$ cat src/rtl/core_config_pkg.sv
// core_config: shared AXI widths, response/burst encodings and the request
// record latched by AXI responders.
//   ADDR_WIDTH / AXI_DATA_WIDTH / AXI_ID_WIDTH : bus geometry
//   AXI_RESP_*  : xRESP encodings
//   axi_burst_t : AxBURST encodings
//   axi_req_t   : latched AR/AW fields
//   sram_state_t: axi_sram_slave FSM states
package core_config;
  localparam int ADDR_WIDTH     = 32;
  localparam int AXI_DATA_WIDTH = 32;
  localparam int AXI_ID_WIDTH   = 4;

  localparam logic [1:0] AXI_RESP_OKAY   = 2'b00;
  localparam logic [1:0] AXI_RESP_SLVERR = 2'b10;
  localparam logic [1:0] AXI_RESP_DECERR = 2'b11;

  typedef enum logic [1:0] {
    AXI_BURST_FIXED = 2'b00,
    AXI_BURST_INCR  = 2'b01,
    AXI_BURST_WRAP  = 2'b10,
    AXI_BURST_RSVD  = 2'b11
  } axi_burst_t;

  typedef struct packed {
    logic [AXI_ID_WIDTH-1:0] id;
    logic [ADDR_WIDTH-1:0]   addr;
    logic [7:0]              len;
    logic [2:0]              size;
    axi_burst_t              burst;
  } axi_req_t;

  typedef enum logic [2:0] {
    IDLE, RD_REQ, RD_DATA, WR_DATA, WR_RESP
  } sram_state_t;
endpackage

$ cat src/rtl/axi_interface.sv
// axi_interface: full AXI4 bundle (AR/R/AW/W/B) with master and slave views.
interface axi_interface;
  import core_config::*;
  logic [AXI_ID_WIDTH-1:0]     arid;
  logic [ADDR_WIDTH-1:0]       araddr;
  logic [7:0]                  arlen;
  logic [2:0]                  arsize;
  logic [1:0]                  arburst;
  logic                        arvalid, arready;
  logic [AXI_ID_WIDTH-1:0]     rid;
  logic [AXI_DATA_WIDTH-1:0]   rdata;
  logic [1:0]                  rresp;
  logic                        rlast, rvalid, rready;
  logic [AXI_ID_WIDTH-1:0]     awid;
  logic [ADDR_WIDTH-1:0]       awaddr;
  logic [7:0]                  awlen;
  logic [2:0]                  awsize;
  logic [1:0]                  awburst;
  logic                        awvalid, awready;
  logic [AXI_DATA_WIDTH-1:0]   wdata;
  logic [AXI_DATA_WIDTH/8-1:0] wstrb;
  logic                        wlast, wvalid, wready;
  logic [AXI_ID_WIDTH-1:0]     bid;
  logic [1:0]                  bresp;
  logic                        bvalid, bready;

  modport slave (
    input  arid, araddr, arlen, arsize, arburst, arvalid, output arready,
    output rid, rdata, rresp, rlast, rvalid, input rready,
    input  awid, awaddr, awlen, awsize, awburst, awvalid, output awready,
    input  wdata, wstrb, wlast, wvalid, output wready,
    output bid, bresp, bvalid, input bready
  );
  modport master (
    output arid, araddr, arlen, arsize, arburst, arvalid, input arready,
    input  rid, rdata, rresp, rlast, rvalid, output rready,
    output awid, awaddr, awlen, awsize, awburst, awvalid, input awready,
    output wdata, wstrb, wlast, wvalid, input wready,
    input  bid, bresp, bvalid, output bready
  );
endinterface

$ cat src/rtl/axi_burst_addr_gen.sv
// axi_burst_addr_gen: combinational next-beat address and SRAM window decode.
//   addr/size/burst : current beat
//   next_addr       : address of the following beat (wraps mod 2^ADDR_WIDTH)
//   in_range        : BASE_ADDR <= addr < BASE_ADDR + MEM_DEPTH*bytes/word
//   burst_err       : reserved burst encoding
//   word_addr       : SRAM word index of addr
module axi_burst_addr_gen
  import core_config::*;
#(
  parameter int                    MEM_DEPTH = 1024,
  parameter logic [ADDR_WIDTH-1:0] BASE_ADDR = '0
) (
  input  logic [ADDR_WIDTH-1:0]        addr,
  input  logic [2:0]                   size,
  input  axi_burst_t                   burst,
  output logic [ADDR_WIDTH-1:0]        next_addr,
  output logic                         in_range,
  output logic                         burst_err,
  output logic [$clog2(MEM_DEPTH)-1:0] word_addr
);
  localparam int LSB = $clog2(AXI_DATA_WIDTH/8);
  localparam int MW  = $clog2(MEM_DEPTH);
  // One extra bit so a window ending exactly at 2^ADDR_WIDTH still compares right.
  localparam logic [ADDR_WIDTH:0] LIMIT =
    {1'b0, BASE_ADDR} + (ADDR_WIDTH+1)'(MEM_DEPTH * (AXI_DATA_WIDTH/8));

  logic [ADDR_WIDTH-1:0] offset;
  assign offset    = addr - BASE_ADDR;
  assign in_range  = (addr >= BASE_ADDR) && ({1'b0, addr} < LIMIT);
  assign word_addr = offset[LSB +: MW];
  assign burst_err = (burst == AXI_BURST_RSVD);

  // WRAP is served as INCR; FIXED and reserved hold the address.
  always_comb begin
    next_addr = addr;
    if (burst == AXI_BURST_INCR || burst == AXI_BURST_WRAP)
      next_addr = addr + (ADDR_WIDTH'(1) << size);
  end
endmodule

$ cat src/rtl/axi_sram_slave.sv
// axi_sram_slave: one-transaction-at-a-time AXI4 responder in front of a
// word-wide synchronous SRAM with 1-cycle read latency.
//   clk, rst  : clock, async active-high reset
//   s_axi     : AXI4 slave port
//   mem_en    : SRAM access enable
//   mem_we    : per-byte write enable (0 = read)
//   mem_addr  : SRAM word address
//   mem_wdata : SRAM write data
//   mem_rdata : SRAM read data, valid the cycle after a read enable
module axi_sram_slave
  import core_config::*;
#(
  parameter int                    MEM_DEPTH = 1024,
  parameter logic [ADDR_WIDTH-1:0] BASE_ADDR = 32'h0000_0000,
  parameter int                    ID        = 0
) (
  input  logic                         clk,
  input  logic                         rst,
  axi_interface.slave                  s_axi,
  output logic                         mem_en,
  output logic [AXI_DATA_WIDTH/8-1:0]  mem_we,
  output logic [$clog2(MEM_DEPTH)-1:0] mem_addr,
  output logic [AXI_DATA_WIDTH-1:0]    mem_wdata,
  input  logic [AXI_DATA_WIDTH-1:0]    mem_rdata
);
  sram_state_t                 state;
  axi_req_t                    req_q;
  logic [7:0]                  beat_q;
  logic                        prio_wr, err_q, dec_q, rd_first;
  logic [AXI_DATA_WIDTH-1:0]   rdata_q, beat_data;
  logic [ADDR_WIDTH-1:0]       next_addr;
  logic                        in_range, burst_err, access_ok, last_beat;
  logic                        idle, ar_go, aw_go, w_go;
  logic [1:0]                  beat_resp;

  axi_burst_addr_gen #(.MEM_DEPTH(MEM_DEPTH), .BASE_ADDR(BASE_ADDR)) u_addr_gen (
    .addr      (req_q.addr),
    .size      (req_q.size),
    .burst     (req_q.burst),
    .next_addr (next_addr),
    .in_range  (in_range),
    .burst_err (burst_err),
    .word_addr (mem_addr)
  );

  // Arbitration: only in IDLE; on a tie prio_wr picks the side.
  assign idle          = (state == IDLE);
  assign s_axi.arready = idle && s_axi.arvalid && (!s_axi.awvalid || !prio_wr);
  assign s_axi.awready = idle && s_axi.awvalid && (!s_axi.arvalid ||  prio_wr);
  assign ar_go         = s_axi.arvalid && s_axi.arready;
  assign aw_go         = s_axi.awvalid && s_axi.awready;
  assign w_go          = (state == WR_DATA) && s_axi.wvalid;

  assign access_ok = in_range && !burst_err;
  assign last_beat = (beat_q == req_q.len);
  assign beat_resp = !in_range ? AXI_RESP_DECERR :
                     burst_err ? AXI_RESP_SLVERR : AXI_RESP_OKAY;
  assign beat_data = access_ok ? mem_rdata : '0;

  // mem_rdata is only guaranteed in the first RD_DATA cycle; afterwards the
  // captured copy keeps rdata stable through backpressure.
  assign s_axi.rvalid = (state == RD_DATA);
  assign s_axi.rlast  = s_axi.rvalid && last_beat;
  assign s_axi.rresp  = s_axi.rvalid ? beat_resp : AXI_RESP_OKAY;
  assign s_axi.rdata  = rd_first ? beat_data : rdata_q;
  assign s_axi.rid    = req_q.id;

  assign s_axi.wready = (state == WR_DATA);
  assign s_axi.bvalid = (state == WR_RESP);
  assign s_axi.bid    = req_q.id;
  assign s_axi.bresp  = !s_axi.bvalid ? AXI_RESP_OKAY   :
                        dec_q         ? AXI_RESP_DECERR :
                        err_q         ? AXI_RESP_SLVERR : AXI_RESP_OKAY;

  assign mem_en    = access_ok && ((state == RD_REQ) || w_go);
  assign mem_we    = (w_go && access_ok) ? s_axi.wstrb : '0;
  assign mem_wdata = s_axi.wdata;

  always_ff @(posedge clk or posedge rst) begin
    if (rst) begin
      state    <= IDLE;
      req_q    <= '0;
      beat_q   <= '0;
      prio_wr  <= 1'b0;
      err_q    <= 1'b0;
      dec_q    <= 1'b0;
      rd_first <= 1'b0;
      rdata_q  <= '0;
    end else begin
      rd_first <= 1'b0;
      case (state)
        IDLE: begin
          beat_q <= '0;
          err_q  <= 1'b0;
          dec_q  <= 1'b0;
          // A tie always produces a grant, so flip on every tie.
          if (s_axi.arvalid && s_axi.awvalid) prio_wr <= ~prio_wr;
          if (ar_go) begin
            req_q <= '{id: s_axi.arid, addr: s_axi.araddr, len: s_axi.arlen,
                       size: s_axi.arsize, burst: axi_burst_t'(s_axi.arburst)};
            state <= RD_REQ;
          end else if (aw_go) begin
            req_q <= '{id: s_axi.awid, addr: s_axi.awaddr, len: s_axi.awlen,
                       size: s_axi.awsize, burst: axi_burst_t'(s_axi.awburst)};
            state <= WR_DATA;
          end
        end
        RD_REQ: begin
          rd_first <= 1'b1;
          state    <= RD_DATA;
        end
        RD_DATA: begin
          if (rd_first) rdata_q <= beat_data;
          if (s_axi.rready) begin
            if (last_beat) state <= IDLE;
            else begin
              beat_q     <= beat_q + 8'd1;
              req_q.addr <= next_addr;
              state      <= RD_REQ;
            end
          end
        end
        WR_DATA: begin
          if (s_axi.wvalid) begin
            if (!in_range) dec_q <= 1'b1;
            if (burst_err || (s_axi.wlast != last_beat)) err_q <= 1'b1;
            req_q.addr <= next_addr;
            // Length comes from AWLEN; a misplaced wlast only flags an error.
            if (last_beat) state <= WR_RESP;
            else beat_q <= beat_q + 8'd1;
          end
        end
        WR_RESP: if (s_axi.bready) state <= IDLE;
        default: state <= IDLE;
      endcase
    end
  end
endmodule

$ cat src/flat_wrapper.sv
// flat-port wrapper written by rule: the top's interface ports become plain ports
module axi_sram_slave_flat import core_config::*;
#(
  parameter int                    MEM_DEPTH = 1024,
  parameter logic [ADDR_WIDTH-1:0] BASE_ADDR = 32'h0000_0000,
  parameter int                    ID        = 0
)
  (clk, rst, mem_en, mem_we, mem_addr, mem_wdata, mem_rdata, s_axi_arid, s_axi_araddr, s_axi_arlen, s_axi_arsize, s_axi_arburst, s_axi_arvalid, s_axi_arready, s_axi_rid, s_axi_rdata, s_axi_rresp, s_axi_rlast, s_axi_rvalid, s_axi_rready, s_axi_awid, s_axi_awaddr, s_axi_awlen, s_axi_awsize, s_axi_awburst, s_axi_awvalid, s_axi_awready, s_axi_wdata, s_axi_wstrb, s_axi_wlast, s_axi_wvalid, s_axi_wready, s_axi_bid, s_axi_bresp, s_axi_bvalid, s_axi_bready);
  axi_interface s_axi_i ();
  input  logic clk;
  input  logic rst;
  output logic mem_en;
  output logic [AXI_DATA_WIDTH/8-1:0] mem_we;
  output logic [$clog2(MEM_DEPTH)-1:0] mem_addr;
  output logic [AXI_DATA_WIDTH-1:0] mem_wdata;
  input  logic [AXI_DATA_WIDTH-1:0] mem_rdata;
  input wire logic [$bits(s_axi_i.arid)-1:0] s_axi_arid;
  input wire logic [$bits(s_axi_i.araddr)-1:0] s_axi_araddr;
  input wire logic [$bits(s_axi_i.arlen)-1:0] s_axi_arlen;
  input wire logic [$bits(s_axi_i.arsize)-1:0] s_axi_arsize;
  input wire logic [$bits(s_axi_i.arburst)-1:0] s_axi_arburst;
  input wire logic [$bits(s_axi_i.arvalid)-1:0] s_axi_arvalid;
  output wire logic [$bits(s_axi_i.arready)-1:0] s_axi_arready;
  output wire logic [$bits(s_axi_i.rid)-1:0] s_axi_rid;
  output wire logic [$bits(s_axi_i.rdata)-1:0] s_axi_rdata;
  output wire logic [$bits(s_axi_i.rresp)-1:0] s_axi_rresp;
  output wire logic [$bits(s_axi_i.rlast)-1:0] s_axi_rlast;
  output wire logic [$bits(s_axi_i.rvalid)-1:0] s_axi_rvalid;
  input wire logic [$bits(s_axi_i.rready)-1:0] s_axi_rready;
  input wire logic [$bits(s_axi_i.awid)-1:0] s_axi_awid;
  input wire logic [$bits(s_axi_i.awaddr)-1:0] s_axi_awaddr;
  input wire logic [$bits(s_axi_i.awlen)-1:0] s_axi_awlen;
  input wire logic [$bits(s_axi_i.awsize)-1:0] s_axi_awsize;
  input wire logic [$bits(s_axi_i.awburst)-1:0] s_axi_awburst;
  input wire logic [$bits(s_axi_i.awvalid)-1:0] s_axi_awvalid;
  output wire logic [$bits(s_axi_i.awready)-1:0] s_axi_awready;
  input wire logic [$bits(s_axi_i.wdata)-1:0] s_axi_wdata;
  input wire logic [$bits(s_axi_i.wstrb)-1:0] s_axi_wstrb;
  input wire logic [$bits(s_axi_i.wlast)-1:0] s_axi_wlast;
  input wire logic [$bits(s_axi_i.wvalid)-1:0] s_axi_wvalid;
  output wire logic [$bits(s_axi_i.wready)-1:0] s_axi_wready;
  output wire logic [$bits(s_axi_i.bid)-1:0] s_axi_bid;
  output wire logic [$bits(s_axi_i.bresp)-1:0] s_axi_bresp;
  output wire logic [$bits(s_axi_i.bvalid)-1:0] s_axi_bvalid;
  input wire logic [$bits(s_axi_i.bready)-1:0] s_axi_bready;
  assign s_axi_i.arid = s_axi_arid;
  assign s_axi_i.araddr = s_axi_araddr;
  assign s_axi_i.arlen = s_axi_arlen;
  assign s_axi_i.arsize = s_axi_arsize;
  assign s_axi_i.arburst = s_axi_arburst;
  assign s_axi_i.arvalid = s_axi_arvalid;
  assign s_axi_arready = s_axi_i.arready;
  assign s_axi_rid = s_axi_i.rid;
  assign s_axi_rdata = s_axi_i.rdata;
  assign s_axi_rresp = s_axi_i.rresp;
  assign s_axi_rlast = s_axi_i.rlast;
  assign s_axi_rvalid = s_axi_i.rvalid;
  assign s_axi_i.rready = s_axi_rready;
  assign s_axi_i.awid = s_axi_awid;
  assign s_axi_i.awaddr = s_axi_awaddr;
  assign s_axi_i.awlen = s_axi_awlen;
  assign s_axi_i.awsize = s_axi_awsize;
  assign s_axi_i.awburst = s_axi_awburst;
  assign s_axi_i.awvalid = s_axi_awvalid;
  assign s_axi_awready = s_axi_i.awready;
  assign s_axi_i.wdata = s_axi_wdata;
  assign s_axi_i.wstrb = s_axi_wstrb;
  assign s_axi_i.wlast = s_axi_wlast;
  assign s_axi_i.wvalid = s_axi_wvalid;
  assign s_axi_wready = s_axi_i.wready;
  assign s_axi_bid = s_axi_i.bid;
  assign s_axi_bresp = s_axi_i.bresp;
  assign s_axi_bvalid = s_axi_i.bvalid;
  assign s_axi_i.bready = s_axi_bready;
  axi_sram_slave #(.MEM_DEPTH(MEM_DEPTH), .BASE_ADDR(BASE_ADDR), .ID(ID)) u_core (.clk(clk), .rst(rst), .s_axi(s_axi_i), .mem_en(mem_en), .mem_we(mem_we), .mem_addr(mem_addr), .mem_wdata(mem_wdata), .mem_rdata(mem_rdata));
endmodule
$ cat config.mk
export PLATFORM = sky130hd
export DESIGN_NAME = axi_sram_slave_flat
export DESIGN_NICKNAME = d
export VERILOG_FILES = /design/src/rtl/core_config_pkg.sv /design/src/rtl/axi_interface.sv /design/src/rtl/axi_burst_addr_gen.sv /design/src/rtl/axi_sram_slave.sv /design/src/flat_wrapper.sv
export SDC_FILE = /design/constraint.sdc
export NUM_CORES = 1
export LEC_CHECK = 0
export CAP_MARGIN = 10
export CORE_UTILIZATION = 44
export CTS_BUF_LIST = sky130_fd_sc_hd__clkbuf_16
export DETAILED_ROUTE_END_ITERATION = 8
export GPL_TIMING_DRIVEN = 0
export PLACE_DENSITY_LB_ADDON = 0.2
export SLEW_MARGIN = 5
export SYNTH_ARGS = -nofsm -noshare
export SYNTH_HDL_FRONTEND = slang
export SYNTH_SLANG_ARGS = --single-unit
$ cat constraint.sdc
create_clock -name clk -period 3.94 [get_ports clk]
set_input_delay 0.394 -clock clk [delete_from_list [all_inputs] [get_ports clk]]
set_output_delay 0.394 -clock clk [all_outputs]
set_load 0.02 [all_outputs]
# [Word-level counts from Yosys, hierarchy flattened]
# Cells that the tools add are included.
# W data, S select, Z words.
[totals] ff_bits=96 latchBits=0 mem_bits_rw=0 romBits=0 in_bits=174 output_inout_bits=97 wordCells=103 memories=0
[classes] addsub=2 n_mul=0 div_mod_pow=0 magnitude_cmp=2 n_eq_ne=17 shift=1 mux=35 bitwise=1 reduce_logical=33
[ops] op="$mux W32" count=6
[ops] op="$mux W49" count=2
[ops] op="$pmux W32 S3" count=1
[ops] op="$add A32 B32 Y32" count=1
[ops] op="$ge A32 B1 Y1 const B" count=1
[ops] op="$lt A32 B13 Y1 const B" count=1
[ops] op="$shl A1 B3 Y32 const A" count=1
[ops] op="$mux W8" count=3
[ops] op="$pmux W8 S3" count=1
[ops] op="$mux W3" count=6
[ops] op="$pmux W3 S5" count=1
[ops] op="$logic_and A1 B1 Y1" count=13
[ops] op="$mux W2" count=6
[ops] op="$reduce_and A5 Y1" count=2
[ops] op="$reduce_and A3 Y1" count=3
[ops] op="$add A8 B1 Y8 const B" count=1
[ops] op="$eq A8 B8 Y1" count=1
[ops] op="$ne A2 B2 Y1 const B" count=4
[ops] op="$eq A3 B2 Y1 const B" count=2
[ops] op="$mux W1" count=6
[ops] op="$ne A2 B1 Y1 const B" count=3
[ops] op="$logic_or A1 B1 Y1" count=5
[ops] op="$eq A2 B2 Y1 const B" count=2
[ops] op="$logic_not A1 Y1" count=4
[ops] op="12 further kinds" count=15

# [Logic depth before layout (Yosys ltp)]
# Gate-level depths: netlist (run 1).
[depth] depth_word=7 depth_mapped=12 depth_no_buf=9

# [Modules after synthesis]
# Synthesis (run 1) repeated with hierarchy kept, for this count alone.
[unflattened] hier_cells=679 hier_area_um2=6685.2
[modules_own_cells] mod="axi_sram_slave" n_inst=1 cells_each=521 area_per_inst_um2=5512.8 seq_area_each_um2=2402.3
[modules_own_cells] mod="axi_burst_addr_gen" n_inst=1 cells_each=158 area_per_inst_um2=1172.4 seq_area_each_um2=0.0

# [Worst setup path before layout (run 1)]
# OpenSTA, ideal clock, no wires.
[synth_timing] kind="flip-flop to flip-flop" start="register u_core.req_q[2] (netlist name)" end="register u_core.req_q[39] (netlist name)" setup_ns=0.135 t_arrival_ns=2.567 required_time_ns=3.805 slack_ns=1.238 stages_incl_launch_ff=12 path_buffers=2 period_less_slack_ns=2.702 path_cell_list="dfrtp_1 -> clkbuf_1 -> nor3_1 -> ha_1 -> fa_1 -> a211oi_1 -> o21ai_2 -> o221ai_2 -> clkbuf_1 -> nor2_1 -> a311oi_1 -> a211oi_1"
[synth_between] elab_chain_cells=6 elab_cells_between_ends=7 classes_between="add/sub: 1; shift: 1; mux: 5"
[synth_rtl] item="from (decl)" line="axi_sram_slave.sv:27" rtl="axi_req_t req_q;"
[synth_rtl] item="from (signal assigned)" line="axi_sram_slave.sv:99" rtl="req_q <= '{id: s_axi.arid, addr: s_axi.araddr, len: s_axi.arlen,"
[synth_rtl] item="from (signal assigned)" line="axi_sram_slave.sv:103" rtl="req_q <= '{id: s_axi.awid, addr: s_axi.awaddr, len: s_axi.awlen,"
[synth_rtl] item="$shl A1 B3 Y32 (*)" line="axi_burst_addr_gen.sv:37" rtl="next_addr = addr + (ADDR_WIDTH'(1) << size);"
[synth_rtl] item="$add A32 B32 Y32 (*)" line="axi_burst_addr_gen.sv:37"
[synth_rtl] item="$mux W32 (*)" line="axi_burst_addr_gen.sv:36" rtl="if (burst == AXI_BURST_INCR || burst == AXI_BURST_WRAP)"
[synth_rtl] item="$mux W32" line="axi_sram_slave.sv:115" rtl="if (last_beat) state <= IDLE;"
[synth_rtl] item="$mux W32" line="axi_sram_slave.sv:114" rtl="if (s_axi.rready) begin"
[synth_rtl] item="$pmux W32 S3 (*)" line="axi_sram_slave.sv:91" rtl="case (state)"
# Every way passes the cells marked *; elsewhere a longest branch is shown, timed or not. The select of a mux whose other input is x is not followed.
# A chain may end at the register's enable or synchronous reset.

# [Worst setup path after layout (run 1)]
[layout_timing] start="register u_core.state[2]" end="output port s_axi_wready"
[layout_between] elab_chain_cells=1
[layout_rtl] item="from (decl)" line="axi_sram_slave.sv:26" rtl="sram_state_t state;"
[layout_rtl] item="from (signal assigned)" line="axi_sram_slave.sv:81" rtl="state <= IDLE;"
[layout_rtl] item="from (signal assigned)" line="axi_sram_slave.sv:101" rtl="state <= RD_REQ;"
[layout_rtl] item="from (signal assigned)" line="axi_sram_slave.sv:105" rtl="state <= WR_DATA;"
[layout_rtl] item="$eq A3 B2 Y1" line="axi_sram_slave.sv:68" rtl="assign s_axi.wready = (state == WR_DATA);"
[layout_rtl] item="to (decl)" line="flat_wrapper.sv:41" rtl="output wire logic [$bits(s_axi_i.wready)-1:0] s_axi_wready;"
# No other way between the ends.

==> impl_metrics.toml, run 1 <==
[floorplan]
rows = 43
start_util_pct = 45.9
io_pins = 271
dieArea_um2 = 15200
coreArea_um2 = 14100
die_h_um = 123
die_x_um = 123

[drt]
routedWlPerCell_um = 16.2
ant_nets = 0
via_per_inst = 5.47
firstDrtPassIters = 7
vias = 6720
drt_iter0_markers = 458
wl_um = 20000
drc = 0

[yosys]
synth_top_family_by_area = "simple AND/OR/NAND/NOR gates"
synth_top_area_share_pct = 37.1
yosysWarnings = 0
ys_top_cells_by_area = "dfrtp_1, nand2_1, buf_4"
ys.flop_type = "dfrtp_1"
ys_types = 66
synth_top_area_cell = "dfrtp_1"
async_reset_ff_share_pct = 100
synth_compound_area_share_pct = 18.7
yosys.area_share.adder_pct = 2.24
syn_area_per_cell_um2 = 8.15
synth_cells = 795
synth-edff-count = 0
synthesis.area_um2 = 6480
synth_sequential_area_ratio_pct = 37.1
postSynthNetCount = 980
synth_xor_area_share_pct = 2.84
synth_seq_cells = 96
synth-simple-area-share_pct = 20.7
synth_mux_area_share_pct = 6.65

[global_routing]
gr-usage-all-layers_pct = 26.5
grt_max_degree = 68
antenna_found_initial = 0
grt_overflow = 0
grt_pass1_vias = 6441
grt_first_pass_wirelength_um = 31200

[sta]
hold_ws_ns = 0.403
finalClockSkew_ns = 0.00469
setup_viol = 0
tightest_slew_ns = 0.713
period_share_pct = 92.0
maxSlewViolCount = 0
max_freq_mhz = 276
rsz0062_at_grt = "false"
setup_ws_ns = 0.316
period_minus_slack_ns = 3.62
hold_viol_final = 0
max_slew_margin_pct = 52.1

[power_and_ir_drop]
cellPowerDensity_nw_per_um2 = 521
p_leak_nw = 4.01
irDropWorstVdd_mv = 0.352

[clock_network]
cts_tree = "yes"
clkSinkCount = 96
post-cts-setup-buffers = 0
cts.hold.buffers_added = 0
numCtsBuffers = 9
clock-root-buffer = "clkbuf_16"
cts.repair.resized = 0
cts_htree_levels = 3
insertion_delay_ns = 0.35
clk_pin_slew_ns = 0.07
cts_buffer_depth = 2

[critical_path]
critical_path_class = "reg2out"
required_ns = 3.55
startpoint_type = "register"
endpoint_kind = "output port"
crit_arrival_ns = 3.23
cp_max_fo = 10

[status]
outcome = "complete, no violations"

[place]
pre_cts_slack_ns = 0.618
io_buffers = 238
gp_congestion = 0.930
dp_hpwl_um = 15000

[cells_and_area]
fin_util_pct = 66.5
nets = 1230
drive_gt1_share_pct = 11.3
fill_cells = 1196
area_delta_synth_final_pct = 44.8
diodes = 0

[run]
drv_cap = 0

[worst_hold_path]
hp-class = "in2async"
==> cells in the mapped netlist, types with 7 or more instances <==
cell type  instances
nand2_1          117
nor3_1            10
a21oi_1           55
buf_4             50
xor2_1            16
mux2_1            10
and3_1            12
ha_1              10
nor4_1             9
mux2_2            22
buf_1              7
nand3_1           59
o21ai_0           51
o21ai_1            9
inv_1             41
buf_2             17
clkbuf_1          29
mux2i_1            7
a31oi_1           20
o31ai_1           10
nor2_1            48
dfrtp_1           96
==> registers in the layout, summed over array words and instances, names as in the netlist <==
signal            count
u_core.s_axi.bid      4
u_core.rdata_q       32
u_core.beat_q         8
u_core.dec_q          1
u_core.prio_wr        1
u_core.rd_first       1
u_core.err_q          1
u_core.state          3
u_core.req_q         45
==> path summary, 6_finish.rpt <==
kind	start	to	slack, ns	cells past startpoint
max	u_core.state[2]	s_axi_wready	0.32	7
min	rst	u_core.s_axi.bid[0]	0.40	2
max reg2reg	u_core.req_q[2]	u_core.req_q[39]	0.54	11
min reg2reg	u_core.rdata_q[21]	u_core.rdata_q[21]	0.49	1
max in group asynchronous	rst	u_core.rdata_q[18]	2.87	3
min in group clk	u_core.rdata_q[21]	u_core.rdata_q[21]	0.49	1
==> where the power goes <==
group          switching, W  internal (W)  leakage (nW)
Sequential         0.000306       0.00128          1.21
Clock              0.000389      0.000422         0.124
Combinational       0.00138       0.00111          2.68
Total               0.00207       0.00281          4.01
==> cell usage in the layout, fill, tap and decap left out, types with 20 or more instances in the layout <==
cell type / instances
nand3_1: 59
a21oi_1: 55
inv_1: 40
clkdlybuf4s50_1: 238
a31oi_1: 20
buf_4: 50
nor2_1: 48
clkbuf_1: 29
nand2_1: 117
mux2_2: 22
dfrtp_1: 96
o21ai_0: 51
==> kinds of logic (layout without fill, tap and decap cells) <==
| family | count (synthesis) | count (layout) |
|---|---|---|
| mux | 39 | 39 |
| xor+xnor | 21 | 21 |
| flops | 96 | 96 |
| fa+ha+maj | 11 | 11 |
| simple gates | 287 | 287 |
| compound gates | 193 | 193 |
| buf+inv | 148 | 402 |
==> critical path: stages, from the launching register on <==
cell             delay, ns
dfrtp_1               0.35
buf_2                 0.23
nand2b_1              0.14
clkbuf_1              0.38
buf_1                 0.55
buf_1                 0.55
nor2_1                0.08
clkdlybuf4s50_1       0.59
==> metrics by stage <==
stage | instance area (um2) | cells | setup TNS [ns] | total power (W)
after CTS | 9380 | 1229 | 0 | 0.00487
after detailed placement | 9110 | 1214 | 0 | 0.00405
after global routing | 9380 | 1229 | 0 | 0.00519
final | 9380 | 1229 | 0 | 0.00489
after global placement | 9080 | 1213 | -60.08 | 0.00400
after floorplan | 6480 | 795 | 0 | 0.00318
==> per-layer routing <==
layer	up-vias	routed length (um)	track usage, %
li1	3246	-	-
met1	3137	8460	34.1
met2	293	9200	42.4
met3	44	1770	6.32
met4	0	537	11.1
met5	-	0	0
==> final cells by class <==
class                           instances  area, um2  share of cell area [%]
Buffer                                103        596                    6.35
Tap cell                              180        225                    2.40
Inverter                               45        171                    1.83
Clock inverter                          6       36.3                   0.387
Multi-Input combinational cell        551       3310                    35.3
Timing Repair Buffer                  239       2410                    25.7
Sequential cell                        96       2400                    25.6
Clock buffer                            9        225                    2.40
Power figures use the tool's default switching activity.
==> run 2: changes to the inputs <==
--- a/config.mk
+++ b/config.mk
@@ -6,11 +6,12 @@
 export NUM_CORES = 1
 export LEC_CHECK = 0
 export CAP_MARGIN = 10
+export CORE_MARGIN = 10
 export CORE_UTILIZATION = 44
 export CTS_BUF_LIST = sky130_fd_sc_hd__clkbuf_16
 export DETAILED_ROUTE_END_ITERATION = 8
 export GPL_TIMING_DRIVEN = 0
-export PLACE_DENSITY_LB_ADDON = 0.2
+export PLACE_DENSITY_LB_ADDON = 0.12
 export SLEW_MARGIN = 5
 export SYNTH_ARGS = -nofsm -noshare
 export SYNTH_HDL_FRONTEND = slang
==> run 2 against run 1 <==
  * Via count is essentially flat
  * Combinational power barely moved
  * First-iteration DRC count shrank 5.5%
==> impl_metrics.toml, run 2 (synthesis gave the netlist of run 1 again) <==
[global_routing]
grt_first_pass_wirelength_um = 35600
antenna_found_initial = 0
grt_overflow = 0
gr-usage-all-layers_pct = 21.8
grt_pass1_vias = 6719
grt_max_degree = 52

[cells_and_area]
top_register = "u_core.req_q"
fill_cells = 1294
final_cell_mix = "clkdlybuf4s50_1, nand2_1, dfrtp_1"
drive_gt1_share_pct = 11.5
fin_util_pct = 64.9
diodes = 0
area_delta_synth_final_pct = 45.0
reg.largest.list = "u_core.req_q (45), u_core.rdata_q (32), u_core.beat_q (8)"
final_common_cell = "clkdlybuf4s50_1"
largest_register_ffs = 45
nets = 1230

[drt]
firstDrtPassIters = 5
drc = 0
ant_nets = 0
via_per_inst = 5.45
routedWlPerCell_um = 18.2
drt_iter0_markers = 433
vias = 6721
wl_um = 22500

[floorplan]
die_h_um = 141
dieArea_um2 = 20000
io_pins = 271
start_util_pct = 44.7
rows = 44
die_x_um = 141
coreArea_um2 = 14500

[critical_path]
path_cells = "buf_2 > nand2b_1 > clkbuf_1 > buf_1 > nor3_1 > o21a_1 > clkdlybuf4s50_1"
required_ns = 3.55
max_stage_delay_ns = 0.66
crit_arrival_ns = 3.20
cpMaxStageDelayCell = "nor3_1"
startpoint_type = "register"
critical_path_class = "reg2out"
endpoint_kind = "output port"
crit_buf_inv = 4
crit_family = "buffers and inverters"
cp_max_fo = 10

[sta]
period_share_pct = 91.2
hold_viol_final = 0
max_freq_mhz = 278
finalClockSkew_ns = 0.00948
period_minus_slack_ns = 3.60
max_slew_margin_pct = 50.7
tightest_slew_ns = 0.734
maxSlewViolCount = 0
rsz0062_at_grt = "false"
setup_viol = 0
hold_ws_ns = 0.487
fin_setup_tns_ns = 0

[power_and_ir_drop]
p_leak_nw = 4.02
p_total_w = 0.00491
cellPowerDensity_nw_per_um2 = 523
irDropWorstVdd_mv = 0.327

[clock_network]
cts_tree = "yes"
post-cts-setup-buffers = 0
cts.repair.resized = 0
clkSinkCount = 96
clock-root-buffer = "clkbuf_16"
clk_pin_slew_ns = 0.07
cts.hold.buffers_added = 0
cts_htree_levels = 3
insertion_delay_ns = 0.35
numCtsBuffers = 9
cts_buffer_depth = 2

[status]
outcome = "complete, no violations"

[worst_hold_path]
hp-class = "reg2reg"

[place]
gp_congestion = 0.943
io_buffers = 238
dp_hpwl_um = 17600

[run]
drv_cap = 0
[run 2: cell count changes in the layout (fill, tap and decap cells not counted)]
cell	change
inv_6	+1
clkinv_1	-1
clkinv_2	+1
[run 2: routing by layer]
metal / wire (um) / up-vias / global-route usage [%] / share of wire, %
met1: 9430 / 3135 / 27.1 / 42
met4: 377 / 0 / 6.41 / 1.7
met5: 0 / - / 0 / 0
met2: 10400 / 303 / 35.0 / 46
met3: 2270 / 34 / 7.34 / 10
li1: - / 3249 / - / -
[run 2: worst register-to-register path: cells and delay by family (launching register included)]
kind | cells | cell delay [ns]
adders and majority gates | 2 | 0.67
AOI/OAI and AO/OA | 5 | 1.24
and+or+nand+nor | 2 | 0.29
DFF | 1 | 0.32
buffers and inverters | 2 | 0.78
[run 2: cell type report]
class | instances | area, um2 | share of cell area (%)
Clock buffer | 9 | 225 | 2.40
Tap cell | 184 | 230 | 2.45
Inverter | 45 | 171 | 1.83
Sequential cell | 96 | 2400 | 25.6
Clock inverter | 7 | 46.3 | 0.493
Buffer | 103 | 596 | 6.34
Timing Repair Buffer | 239 | 2410 | 25.7
Multi-Input combinational cell | 551 | 3310 | 35.2
[run 2: through the flow]
step,worst slack [ns],cell area [um2],cells
finish,0.345,9390,1234
global route,0.0770,9390,1234
CTS,0.319,9390,1234
detailed placement,0.610,9120,1218
global placement,-0.595,9090,1217
floorplan,1.04,6480,795
[run 2: worst paths after layout]
| kind | startpoint | endpoint | slack (ns) | cells past startpoint |
|---|---|---|---|---|
| max in group asynchronous | rst | u_core.req_q[24] | 2.76 | 3 |
| worst min register to register | u_core.rdata_q[21] | u_core.rdata_q[21] | 0.49 | 1 |
| worst max register to register | u_core.req_q[2] | u_core.req_q[39] | 0.53 | 11 |
| min in group asynchronous | rst | u_core.rdata_q[8] | 0.51 | 2 |
| worst min-delay path | u_core.rdata_q[21] | u_core.rdata_q[21] | 0.49 | 1 |
| worst max-delay path | u_core.state[2] | mem_en | 0.34 | 7 |
[run 2: power breakdown]
group          internal [W]  total [W]  switching [W]  leakage, nW
Combinational       0.00111    0.00248        0.00137         2.68
Sequential          0.00128    0.00159       0.000308         1.21
Clock              0.000429   0.000839       0.000410        0.131
Total               0.00282    0.00491        0.00209         4.02
==> run 3: changes to the inputs <==
--- a/config.mk
+++ b/config.mk
@@ -16,3 +16,4 @@
 export SYNTH_ARGS = -nofsm -noshare
 export SYNTH_HDL_FRONTEND = slang
 export SYNTH_SLANG_ARGS = --single-unit
+export TNS_END_PERCENT = 100
==> results of run 3 <==
The final DEF is identical to that of run 2; final timing and power are the same.
